==> config.mk <==
export PLATFORM = sky130hd
export DESIGN_NAME = accum_xcel_gen
export DESIGN_NICKNAME = d
export VERILOG_FILES = /design/src/rtl/accum_xcel_gen.sv
export SDC_FILE = /design/constraint.sdc
export NUM_CORES = 1
export LEC_CHECK = 0
export ABC_AREA = 1
export BUFFER_PORTS_ARGS = -buffer_cell sky130_fd_sc_hd__buf_2
export CORE_ASPECT_RATIO = 1.4
export CORE_MARGIN = 2
export CORE_UTILIZATION = 50
export CTS_BUF_LIST = sky130_fd_sc_hd__clkbuf_4 sky130_fd_sc_hd__clkbuf_8
export CTS_CLUSTER_SIZE = 8
export DETAILED_ROUTE_END_ITERATION = 8
export GPL_TIMING_DRIVEN = 0
export PLACE_DENSITY_LB_ADDON = 0.3
export SYNTH_ARGS = -nofsm -noshare
export SYNTH_HDL_FRONTEND = slang
export SYNTH_SLANG_ARGS = --single-unit
export TNS_END_PERCENT = 30
==> constraint.sdc <==
create_clock -name clk -period 3.1 [get_ports clk]
set_input_delay 0 -clock clk [delete_from_list [all_inputs] [get_ports clk]]
set_output_delay 0 -clock clk [all_outputs]
set_load 0.005 [all_outputs]
==> src/rtl/accum_xcel_gen.sv <==
// accum_xcel_gen: streams size words from memory and reduces them (wrap/sat sum, max, min), result over val/rdy
module accum_xcel_gen #(
  parameter int DATA_W = 32,
  parameter int ADDR_W = 16,
  parameter int SIZE_W = 8,
  parameter int STRIDE = 4
) (
  input  logic              clk,
  input  logic              rst,
  input  logic              go,
  input  logic [ADDR_W-1:0] base_addr,
  input  logic [SIZE_W-1:0] size,
  input  logic [1:0]        mode,
  output logic              busy,
  output logic              memreq_val,
  input  logic              memreq_rdy,
  output logic [ADDR_W-1:0] memreq_addr,
  input  logic              memresp_val,
  input  logic [DATA_W-1:0] memresp_data,
  output logic              result_val,
  input  logic              result_rdy,
  output logic [DATA_W-1:0] result
);
  typedef enum logic [1:0] {IDLE, RUN, DONE} state_t;
  state_t state_q, state_d;
  logic [ADDR_W-1:0] base_q, base_d;
  logic [SIZE_W:0] size_q, size_d, req_cnt_q, req_cnt_d, resp_cnt_q, resp_cnt_d;
  logic [1:0] mode_q, mode_d;
  logic [DATA_W-1:0] acc_q, acc_d, upd;
  logic [DATA_W:0] sum;
  assign busy        = state_q != IDLE;
  assign memreq_val  = state_q == RUN && req_cnt_q != size_q;
  assign memreq_addr = state_q == RUN ? base_q + ADDR_W'(req_cnt_q) * ADDR_W'(STRIDE) : '0;
  assign result_val  = state_q == DONE;
  assign result      = result_val ? acc_q : '0;
  always_comb begin
    sum = {1'b0, acc_q} + {1'b0, memresp_data};
    upd = mode_q == 2'b00 ? sum[DATA_W-1:0] :
          mode_q == 2'b01 ? (sum[DATA_W] ? '1 : sum[DATA_W-1:0]) :
          mode_q == 2'b10 ? (memresp_data > acc_q ? memresp_data : acc_q) :
                            (memresp_data < acc_q ? memresp_data : acc_q);
  end
  always_comb begin
    state_d    = state_q;
    base_d     = base_q;
    size_d     = size_q;
    mode_d     = mode_q;
    acc_d      = acc_q;
    req_cnt_d  = req_cnt_q;
    resp_cnt_d = resp_cnt_q;
    if (state_q == IDLE && go) begin
      base_d     = base_addr;
      size_d     = {1'b0, size};
      mode_d     = mode;
      acc_d      = mode == 2'b11 ? '1 : '0;
      req_cnt_d  = '0;
      resp_cnt_d = '0;
      state_d    = size == '0 ? DONE : RUN;
    end
    if (state_q == RUN) begin
      if (memreq_val && memreq_rdy) req_cnt_d = req_cnt_q + 1'b1;
      if (memresp_val) begin
        acc_d      = upd;
        resp_cnt_d = resp_cnt_q + 1'b1;
        if (resp_cnt_d == size_q) state_d = DONE;
      end
    end
    if (state_q == DONE && result_rdy) state_d = IDLE;
  end
  always_ff @(posedge clk) begin
    if (rst) begin
      state_q    <= IDLE;
      base_q     <= '0;
      size_q     <= '0;
      mode_q     <= '0;
      acc_q      <= '0;
      req_cnt_q  <= '0;
      resp_cnt_q <= '0;
    end else begin
      state_q    <= state_d;
      base_q     <= base_d;
      size_q     <= size_d;
      mode_q     <= mode_d;
      acc_q      <= acc_d;
      req_cnt_q  <= req_cnt_d;
      resp_cnt_q <= resp_cnt_d;
    end
  end
endmodule

==> results.py, run 1 <==
metrics = {
    "routing": {
        "wl_um": 28000,
        "drtIter0Drc": 648,
        "drc": 0,
        "routedWlPerCell_um": 17.0,
        "ant_nets": 0,
        "viasPerCell": 5.55,
        "vias": 9161,
        "drt_pass1_iterations": 6,
    },
    "clock_network": {
        "clockBufferDepth": 2,
        "clock_sinks": 78,
        "htree_num_levels": 3,
        "cts_made_buffers": 9,
        "cts_tree": "built",
        "clkTransAtPathRegs_ns": 0.09,
        "cts_root_buffer": "clkbuf_8",
        "clock_latency_ns": 0.38,
        "cts_setup_buffers": 0,
    },
    "place": {
        "dp_slack_ns": 0.190,
        "place_area_um2": 8540,
        "portBuffers": 114,
        "routabilityCongestion": 0.996,
        "hpwl_um": 21900,
        "dp_cells": 1606,
    },
    "yosys": {
        "ys.flop_type": "dfxtp_1",
        "synth-edff-count": 0,
        "netlist-cell-type-count": 43,
        "yosysMostFrequentCell": "nand2_1",
        "syn_nets": 1441,
        "synth_area_leaders": "dfxtp_1 (20%), nand2_1 (14%), ha_1 (12%), a21oi_1 (8.5%), nor2_1 (8.2%)",
        "yosysWarnings": 0,
        "yosysTopAreaCellShare": 0.202,
        "async_flop_share": 0,
        "ys_seq_elements": 78,
        "syn_area_per_cell_um2": 5.94,
        "synth_commonest_cells": "nand2_1 (285), nor2_1 (169), inv_1 (158), a21oi_1 (132), o21ai_0 (125)",
        "synth.cell_area_um2": 7730,
        "ys_seq_area_frac": 0.202,
        "synthCells": 1300,
        "synth_top_cell_by_area": "dfxtp_1",
    },
    "global_route": {
        "met3_usage": 0.0379,
        "grt_pass1_wl_um": 43300,
        "met2_usage": 0.631,
        "grt.overflow.total": 0,
        "track_usage": 0.343,
        "grt_pass1_vias": 8846,
        "met1_usage": 0.372,
        "grt_max_degree": 14,
        "grt_antenna_before_repair": 0,
        "busiest_layer": "met2",
    },
    "floorplanning": {
        "die-width_um": 109,
        "core_area_um2": 15100,
        "die_area_um2": 16500,
        "start_util": 0.513,
        "rows": 53,
        "dieHeight_um": 151,
        "pin_count": 115,
    },
    "power_and_ir_drop": {
        "ir_drop_mv": 0.199,
        "leakagePower_nw": 4.42,
        "finalPower_mw": 3.22,
        "p_per_area_nw_per_um2": 358,
    },
    "worst_setup_path": {
        "critPathKind": "flip-flop to flip-flop",
        "cp_cell_sequence": "inv_1 -> ha_1 -> inv_2 -> a21oi_1 -> nand2_1 -> nand2_1 -> nand2_1 -> a21oi_2 -> nand2_4 -> nor2_1 -> nand2_1 -> nand2_1 -> nand2_1 -> nand2_1 -> a21oi_1",
        "cp_top_family": "simple AND/OR/NAND/NOR gates",
        "endpoint_kind": "flip-flop",
        "reg2reg_slack_ns": 0.22,
        "cp.required_ns": 3.36,
        "crit_top_cell": "nand2_1",
        "critical_path.slowest_cell": "nor2_1",
        "critPathArrivalTime_ns": 3.14,
        "worst-path-buf-inv": 2,
        "critPathMaxFanout": 8,
        "crit_path_max_incr_delay_ns": 0.50,
        "start_kind": "flip-flop",
    },
    "cells_and_area": {
        "post-route-util": 0.599,
        "nFillCells": 1520,
        "finish.instance_area_um2": 9010,
        "multi_input_area_um2": 5380,
        "drive_above_1_share": 0.110,
        "regArea_um2": 1560,
        "diodes": 0,
        "area_growth_pct": 16.6,
        "stdcell_count": 1651,
        "nets": 1595,
    },
    "sta": {
        "fin_setup_tns_ns": 0,
        "finalSetupViolations": 0,
        "fin_crit_ns": 2.88,
        "slew_viol_final": 0,
        "max_freq_mhz": 348,
        "period_share": 0.928,
        "skew_ns": 0.0116,
        "finalWorstSetupSlack_ns": 0.223,
        "max_slew.worst_pin.slew_ns": 0.854,
        "max_slew_margin": 0.429,
        "finalHoldViolations": 0,
        "rsz0062_at_grt": "false",
        "holdWs_ns": 0.0189,
    },
    "outcome": {
        "status": "finished clean",
    },
    "min_path": {
        "hold_class": "primary input to flip-flop",
    },
    "run": {
        "cap_violations": 0,
    },
}
[sequential cells by signal, indices dropped and copies added (netlist names)]
signal and count:
mode_q 2, acc_q 32, size_q 8, state_q 2, resp_cnt_q 9, base_q 16, req_cnt_q 9
[worst min-delay path: cells and delay by family]
family,cells,cell delay [ns]
buf+inv,1,0.11
compound gates,1,0.05
simple gates,3,0.19
[per-layer routing]
layer | part of all wire | up-vias
met5 | 0 | -
met4 | 0.054 | 0
met3 | 0.052 | 100
met2 | 0.50 | 332
met1 | 0.39 | 4140
li1 | - | 4589
[kinds of logic after synthesis]
logic type | share of synthesized area
AO/OA/AOI/OAI | 0.222
flip-flops | 0.202
buffers and inverters | 0.102
adder cells (fa/ha/maj) | 0.127
XOR/XNOR | 0.0227
AND/OR/NAND/NOR | 0.325
[layout make-up]
| type | count | share of cell area |
|---|---|---|
| multi-input combinational | 1016 | 0.597 |
| sequential | 78 | 0.173 |
| timing repair buffer | 143 | 0.0955 |
| inverter | 164 | 0.0683 |
| tap | 192 | 0.0267 |
| buffer | 42 | 0.0193 |
| clock buffer | 11 | 0.0161 |
| clock inverter | 5 | 0.00389 |
[where the power goes]
group	switching (mW)	internal, mW
combinational	0.868	0.442
sequential	0.0653	1.08
clock	0.444	0.323
[repair_timing]
item                                    in CTS  in global routing
endpoints found under the setup margin       0                 10
hold buffers                                29                  0
endpoints found under the hold margin       30                  0
gates resized for setup                      0                  1
[layout by cell type (no fill, tap or decap), drive strengths merged, types with 2 or more instances in the layout]
master	Yosys	final
nand2	292	292
nor2	172	172
inv	163	163
o21ai	144	144
a21oi	134	134
buf	12	125
nand3	85	85
dfxtp	78	78
ha	75	75
clkbuf	30	42
dlygate4sd3	0	29
nor3	22	22
nand4	17	17
xor2	14	14
o21bai	13	13
a211oi	9	9
xnor2	6	6
clkinv	1	5
a21o	4	4
o211ai	4	4
nor4	3	3
nor3b	3	3
a22oi	3	3
o22ai	2	2
a31oi	2	2
o21a	2	2
or2	2	2
fa	2	2
[worst paths after layout]
check,from,end,cells after the start
setup reg to reg,acc_q[19],acc_q[21],15
setup / recovery,acc_q[19],acc_q[21],15
hold / removal,memresp_data[17],acc_q[17],5
hold reg to reg,base_q[0],base_q[0],2
(Power assumes the default switching activity.)
==> run 2: changes to the inputs <==
--- a/config.mk
+++ b/config.mk
@@ -5,10 +5,8 @@
 export SDC_FILE = /design/constraint.sdc
 export NUM_CORES = 1
 export LEC_CHECK = 0
-export ABC_AREA = 1
 export BUFFER_PORTS_ARGS = -buffer_cell sky130_fd_sc_hd__buf_2
 export CORE_ASPECT_RATIO = 1.4
-export CORE_MARGIN = 2
 export CORE_UTILIZATION = 50
 export CTS_BUF_LIST = sky130_fd_sc_hd__clkbuf_4 sky130_fd_sc_hd__clkbuf_8
 export CTS_CLUSTER_SIZE = 8
==> run 2 against run 1 <==
Combinational power increased by 14%. Hold slack got worse by 0.0063 ns. Largest power group unchanged. Largest cell class unchanged. Critical endpoint is now acc_q[25]. Sequential share of layout area about the same. Worst setup slack got worse by 0.17 ns. Highest routed layer is now met5.
==> results.py, run 2 <==
metrics = {
    "outcome": {
        "status": "finished clean",
    },
    "worst_setup_path": {
        "r2r_start": "acc_q[15]",
        "crit_path_max_incr_delay_ns": 0.58,
        "start_kind": "flip-flop",
        "reg2reg_slack_ns": 0.05,
        "endpoint_kind": "flip-flop",
        "cp_cell_sequence": "inv_1 -> ha_4 -> buf_6 -> nor2_4 -> nand3_2 -> or4_4 -> a2111oi_4 -> a31oi_4 -> a41o_1 -> and2b_1 -> xnor2_2 -> a2111o_1 -> nand3_1",
        "reg2regPathDepth": 13,
        "cp.required_ns": 3.40,
        "worst-path-buf-inv": 2,
        "critPathMaxFanout": 5,
        "critical_path.slowest_cell": "or4_4",
        "rr_endpoint": "acc_q[25]",
        "critPathKind": "flip-flop to flip-flop",
        "critPathArrivalTime_ns": 3.35,
        "cp_top_family": "simple AND/OR/NAND/NOR gates",
    },
    "floorplanning": {
        "rows": 51,
        "pin_count": 115,
        "die-width_um": 103,
        "start_util": 0.513,
        "dieHeight_um": 144,
        "core_area_um2": 14000,
        "die_area_um2": 14800,
    },
    "sta": {
        "max_slew.worst_pin.slew_ns": 0.742,
        "max_freq_mhz": 328,
        "finalHoldViolations": 0,
        "skew_ns": 0.00690,
        "finalSetupViolations": 0,
        "finalWorstSetupSlack_ns": 0.0530,
        "max_slew_margin": 0.493,
        "rsz0062_at_grt": "true",
        "holdWs_ns": 0.0126,
        "fin_crit_ns": 3.05,
        "slew_viol_final": 0,
        "period_share": 0.983,
    },
    "cells_and_area": {
        "final_cell_mix": "buf_2 (114), nand2_1 (104), nor2_1 (96), a21oi_1 (95), inv_1 (60)",
        "top_regs": "acc_q x32, base_q x16",
        "regArea_um2": 1600,
        "largest_reg_flops": 32,
        "nets": 1276,
        "area_growth_pct": 28.8,
        "multi_input_area_um2": 5560,
        "diodes": 0,
        "nFillCells": 1241,
        "drive_above_1_share": 0.250,
        "regMostFlops": "acc_q",
        "final_common_cell": "buf_2",
    },
    "yosys": {
        "yosysWarnings": 0,
        "syn_nets": 1098,
        "netlist-cell-type-count": 80,
        "ys_seq_area_frac": 0.218,
        "ys_seq_elements": 78,
        "synth_top_cell_by_area": "dfxtp_1",
        "synth_area_leaders": "dfxtp_1 (22%), ha_1 (13%), a21oi_1 (6.9%), nand2_1 (5.5%), nor2_1 (5.3%)",
        "synthCells": 957,
        "synth-edff-count": 0,
        "ys.flop_type": "dfxtp_1",
        "synth.cell_area_um2": 7180,
        "async_flop_share": 0,
        "syn_area_per_cell_um2": 7.50,
        "yosysTopAreaCellShare": 0.218,
        "synth_commonest_cells": "nand2_1 (106), nor2_1 (102), a21oi_1 (99), dfxtp_1 (78), ha_1 (75)",
        "yosysMostFrequentCell": "nand2_1",
    },
    "clock_network": {
        "cts_root_buffer": "clkbuf_8",
        "clock_latency_ns": 0.36,
        "clockBufferDepth": 2,
        "cts_made_buffers": 9,
        "clkTransAtPathRegs_ns": 0.08,
        "clock_sinks": 78,
        "cts_tree": "built",
        "htree_num_levels": 3,
    },
    "power_and_ir_drop": {
        "ir_drop_mv": 0.206,
        "p_per_area_nw_per_um2": 384,
        "leakagePower_nw": 4.14,
    },
    "global_route": {
        "met1_usage": 0.326,
        "grt_max_degree": 13,
        "met3_usage": 0.0452,
        "met2_usage": 0.540,
        "grt_pass1_wl_um": 33700,
        "busiest_layer": "met2",
        "grt_antenna_before_repair": 1,
        "grt_pass1_vias": 7009,
        "grt.overflow.total": 0,
        "track_usage": 0.296,
    },
    "min_path": {
        "min_path_cells": 3,
        "hold_path_end": "acc_q[18]",
        "hold_class": "primary input to flip-flop",
        "min_from": "memresp_data[18]",
    },
    "place": {
        "portBuffers": 113,
        "dp_slack_ns": -0.526,
        "hpwl_um": 16200,
        "routabilityCongestion": 0.947,
    },
    "routing": {
        "drc": 0,
        "vias": 7515,
        "wl_um": 22100,
        "drtIter0Drc": 391,
        "ant_nets": 0,
        "viasPerCell": 5.68,
        "routedWlPerCell_um": 16.7,
        "drt_pass1_iterations": 7,
    },
    "run": {
        "cap_violations": 0,
    },
}
[run 2: repair_timing]
action | in CTS | in global routing
hold buffers | 29 | 0
endpoints found under the hold margin | 29 | 0
setup buffers | 1 | 25
pin swaps | 6 | 27
resized for setup | 40 | 98
cloned | 0 | 1
setup endpoints to repair | 32 | 34
[run 2: layout make-up]
| cell class | count | share of cell area |
|---|---|---|
| clock buffer | 12 | 0.0165 |
| inverter | 67 | 0.0275 |
| timing repair buffer | 169 | 0.118 |
| multi-input combinational | 768 | 0.601 |
| buffer | 42 | 0.0310 |
| tap | 185 | 0.0251 |
| clock inverter | 3 | 0.00745 |
| sequential | 78 | 0.173 |
[run 2: routing by layer]
metal | vias up | wire [um]
met5 | - | 13
met4 | 2 | 1350
met3 | 77 | 1240
met2 | 260 | 11000
met1 | 3485 | 8510
li1 | 3691 | -
[run 2: worst max path at each step]
stage | to | start | depth (start not counted)
finish | acc_q[25] | acc_q[15] | 13
global route | acc_q[25] | acc_q[9] | 13
CTS | acc_q[18] | acc_q[30] | 14
detailed placement | acc_q[25] | acc_q[25] | 12
global placement | acc_q[25] | acc_q[25] | 12
floorplan | acc_q[25] | acc_q[15] | 13
[run 2: logic make-up (layout without fill, tap and decap cells)]
family                   Yosys count  in the layout  share of synthesized area
adder cells (fa/ha/maj)           77             77                      0.136
multiplexers                      11             11                     0.0162
buffers and inverters            111            293                     0.0652
AND/OR/NAND/NOR                  363            363                      0.247
flip-flops                        78             78                      0.218
XOR/XNOR                          56             56                     0.0684
AO/OA/AOI/OAI                    261            261                      0.250
[run 2: worst reg2reg max path, delay by kind of cell (launching register included)]
kind,cells,cell delay [ns]
AOI/OAI and AO/OA,4,1.03
xor gates and xnor gates,1,0.15
adders and majority gates,1,0.20
buffers and inverters,2,0.22
DFF,1,0.35
and+or+nand+nor,5,1.05
[run 2: power breakdown]
| part | internal, mW | leakage [nW] | switching, mW |
|---|---|---|---|
| Combinational | 0.667 | 3.37 | 0.826 |
| Clock | 0.492 | 0.113 | 0.407 |
| Sequential | 1.08 | 0.649 | 0.0773 |
[run 2: per-stage QoR]
stage	cells	power (mW)	TNS, ns	util	cell area, um2
3_3_place_gp	1255	2.36	-8.98	0.571	7970
5_1_grt	1324	3.74	-0.143	0.661	9240
4_1_cts	1300	3.34	-0.454	0.619	8650
6_report	1324	3.55	0	0.661	9240
2_1_floorplan	957	2.06	0	-	7180
3_5_place_dp	1255	2.37	-9.40	0.571	7970
==> run 3: changes to the inputs <==
--- a/config.mk
+++ b/config.mk
@@ -13,6 +13,7 @@
 export DETAILED_ROUTE_END_ITERATION = 8
 export GPL_TIMING_DRIVEN = 0
 export PLACE_DENSITY_LB_ADDON = 0.3
+export RECOVER_POWER = 50
 export SYNTH_ARGS = -nofsm -noshare
 export SYNTH_HDL_FRONTEND = slang
 export SYNTH_SLANG_ARGS = --single-unit
==> run 3 against run 2 <==
Critical path type unchanged. First-iteration DRC count down 0.51%. Largest cell class unchanged. Critical path depth unchanged. Register-to-register slack about the same. Via count about the same. Maximum frequency about the same. Global-route usage unchanged. Design area about the same. Count of clock-buffer cells in the layout unchanged. Cell count unchanged. Sequential share of layout area about the same. Worst setup slack better by 0.0012 ns.
==> results.py, run 3 (synthesized netlist as in run 2, its figures left out) <==
metrics = {
    "worst_setup_path": {
        "critPathMaxFanout": 5,
        "start_kind": "flip-flop",
        "endpoint_kind": "flip-flop",
        "critPathKind": "flip-flop to flip-flop",
        "critPathLaunch": "acc_q[15]",
        "reg2reg_slack_ns": 0.05,
        "r2r_start": "acc_q[15]",
        "critPathArrivalTime_ns": 3.35,
        "rr_endpoint": "acc_q[25]",
        "reg2regPathDepth": 13,
        "cp.required_ns": 3.40,
    },
    "floorplanning": {
        "pin_count": 115,
        "dieHeight_um": 144,
        "rows": 51,
        "core_area_um2": 14000,
        "die_area_um2": 14800,
        "start_util": 0.513,
        "die-width_um": 103,
    },
    "place": {
        "dp_cells": 1255,
        "portBuffers": 113,
        "routabilityCongestion": 0.947,
        "hpwl_um": 16200,
    },
    "cells_and_area": {
        "largest_reg_flops": 32,
        "drive_above_1_share": 0.244,
        "diodes": 0,
        "regArea_um2": 1600,
        "top_regs": "acc_q x32, base_q x16",
        "final_cell_mix": "buf_2 (105), nand2_1 (104), nor2_1 (96), a21oi_1 (95), inv_1 (60)",
        "final_common_cell": "buf_2",
        "regMostFlops": "acc_q",
        "nets": 1276,
        "nFillCells": 1244,
        "multi_input_area_um2": 5560,
        "area_growth_pct": 28.6,
        "stdcell_count": 1324,
    },
    "clock_network": {
        "clockBufferDepth": 2,
        "clock_sinks": 78,
        "htree_num_levels": 3,
        "cts_root_buffer": "clkbuf_8",
        "clkTransAtPathRegs_ns": 0.08,
        "cts_tree": "built",
        "cts_made_buffers": 9,
        "clock_latency_ns": 0.36,
    },
    "min_path": {
        "hold_class": "primary input to flip-flop",
        "hold_path_end": "acc_q[18]",
        "min_path_cells": 3,
        "min_from": "memresp_data[18]",
    },
    "sta": {
        "rsz0062_at_grt": "true",
        "max_freq_mhz": 328,
        "slew_viol_final": 0,
        "fin_crit_ns": 3.05,
        "skew_ns": 0.00695,
        "max_slew_margin": 0.478,
        "finalHoldViolations": 0,
        "period_share": 0.983,
        "holdWs_ns": 0.0126,
        "finalSetupViolations": 0,
        "max_slew.worst_pin.slew_ns": 0.763,
    },
    "outcome": {
        "status": "finished clean",
    },
    "power_and_ir_drop": {
        "seq_power_share": 0.326,
        "p_per_area_nw_per_um2": 384,
        "pwr-share-clk": 0.253,
        "p_sw_frac": 0.369,
        "combPwrFrac": 0.421,
        "finalPower_mw": 3.55,
        "p_switching_mw": 1.31,
        "leakagePower_nw": 4.10,
        "ir_drop_mv": 0.206,
        "p_int_mw": 2.24,
    },
    "run": {
        "cap_violations": 0,
    },
    "routing": {
        "vias": 7512,
        "drt_pass1_iterations": 7,
        "drc": 0,
        "ant_nets": 0,
        "wl_um": 22200,
        "routedWlPerCell_um": 16.7,
        "drtIter0Drc": 389,
        "viasPerCell": 5.67,
    },
    "global_route": {
        "grt_pass1_wl_um": 33700,
        "track_usage": 0.296,
        "grt.overflow.total": 0,
        "grt_antenna_before_repair": 1,
        "grt_pass1_vias": 7009,
        "grt_max_degree": 13,
    },
}
-- run 3: cell count changes in the layout (fill, tap and decap cells not counted) --
cell      previous run  this run
and2_0               0         8
and2_1              39        31
buf_1                4         5
buf_2              114       105
clkbuf_1            21        26
clkbuf_2             1         4
dfxtp_1             57        58
dfxtp_2             16        15
-- run 3: metrics by stage --
step	utilization	setup slack, ns	cell area [um2]	setup TNS (ns)
2_1_floorplan	-	0.184	7180	0
3_3_place_gp	0.571	-0.483	7970	-8.98
3_5_place_dp	0.571	-0.526	7970	-9.40
4_1_cts	0.619	-0.0570	8650	-0.454
5_1_grt	0.660	-0.0738	9230	-0.144
6_report	0.660	0.0542	9230	0
-- run 3: how the worst max path moves through the flow --
stage           endpoint  slack (ns)
6_report       acc_q[25]        0.05
5_1_grt        acc_q[25]       -0.07
4_1_cts        acc_q[18]       -0.06
3_5_place_dp   acc_q[25]       -0.53
3_3_place_gp   acc_q[25]       -0.48
2_1_floorplan  acc_q[25]        0.18
-- run 3: cell type report --
type,instances,share of cell area
well taps,185,0.0251
multi-input cells,768,0.602
clock buffers,12,0.0165
plain buffers,42,0.0310
inverters,67,0.0275
repair buffers,169,0.117
flip-flops and latches,78,0.173
clock inverters,3,0.00746
-- run 3: routing by layer --
metal | global-route usage | vias to the layer above | routed length, um
li1 | - | 3689 | -
met1 | 0.326 | 3482 | 8510
met2 | 0.540 | 264 | 11100
met3 | 0.0452 | 75 | 1270
met4 | 0.151 | 2 | 1320
met5 | 0 | - | 13
-- run 3: critical path, cell delays in order (launching register included) --
cell,delay [ns]
dfxtp_4,0.35
inv_1,0.09
ha_4,0.20
buf_6,0.13
nor2_4,0.10
nand3_2,0.10
or4_4,0.58
a2111oi_4,0.27
a31oi_4,0.09
a41o_1,0.30
and2b_1,0.19
xnor2_2,0.15
a2111o_1,0.37
nand3_1,0.08
-- run 3: repair_timing --
| action | CTS | global route |
|---|---|---|
| gates resized for setup | 40 | 98 |
| cloned | 0 | 1 |
| endpoints found under the hold margin | 29 | 0 |
| buffers inserted | 1 | 25 |
| hold buffers | 29 | 0 |
| pin swaps | 6 | 27 |
| endpoints found under the setup margin | 32 | 34 |
-- run 3: power by group through the flow --
stage / combinational [mW] / sequential, mW / clock, mW
final: 1.49 / 1.16 / 0.898
after global routing: 1.63 / 1.17 / 0.943
after CTS: 1.28 / 1.15 / 0.913
after detailed placement: 1.20 / 1.18 / 0
after global placement: 1.18 / 1.17 / 0
after floorplan: 0.905 / 1.15 / 0
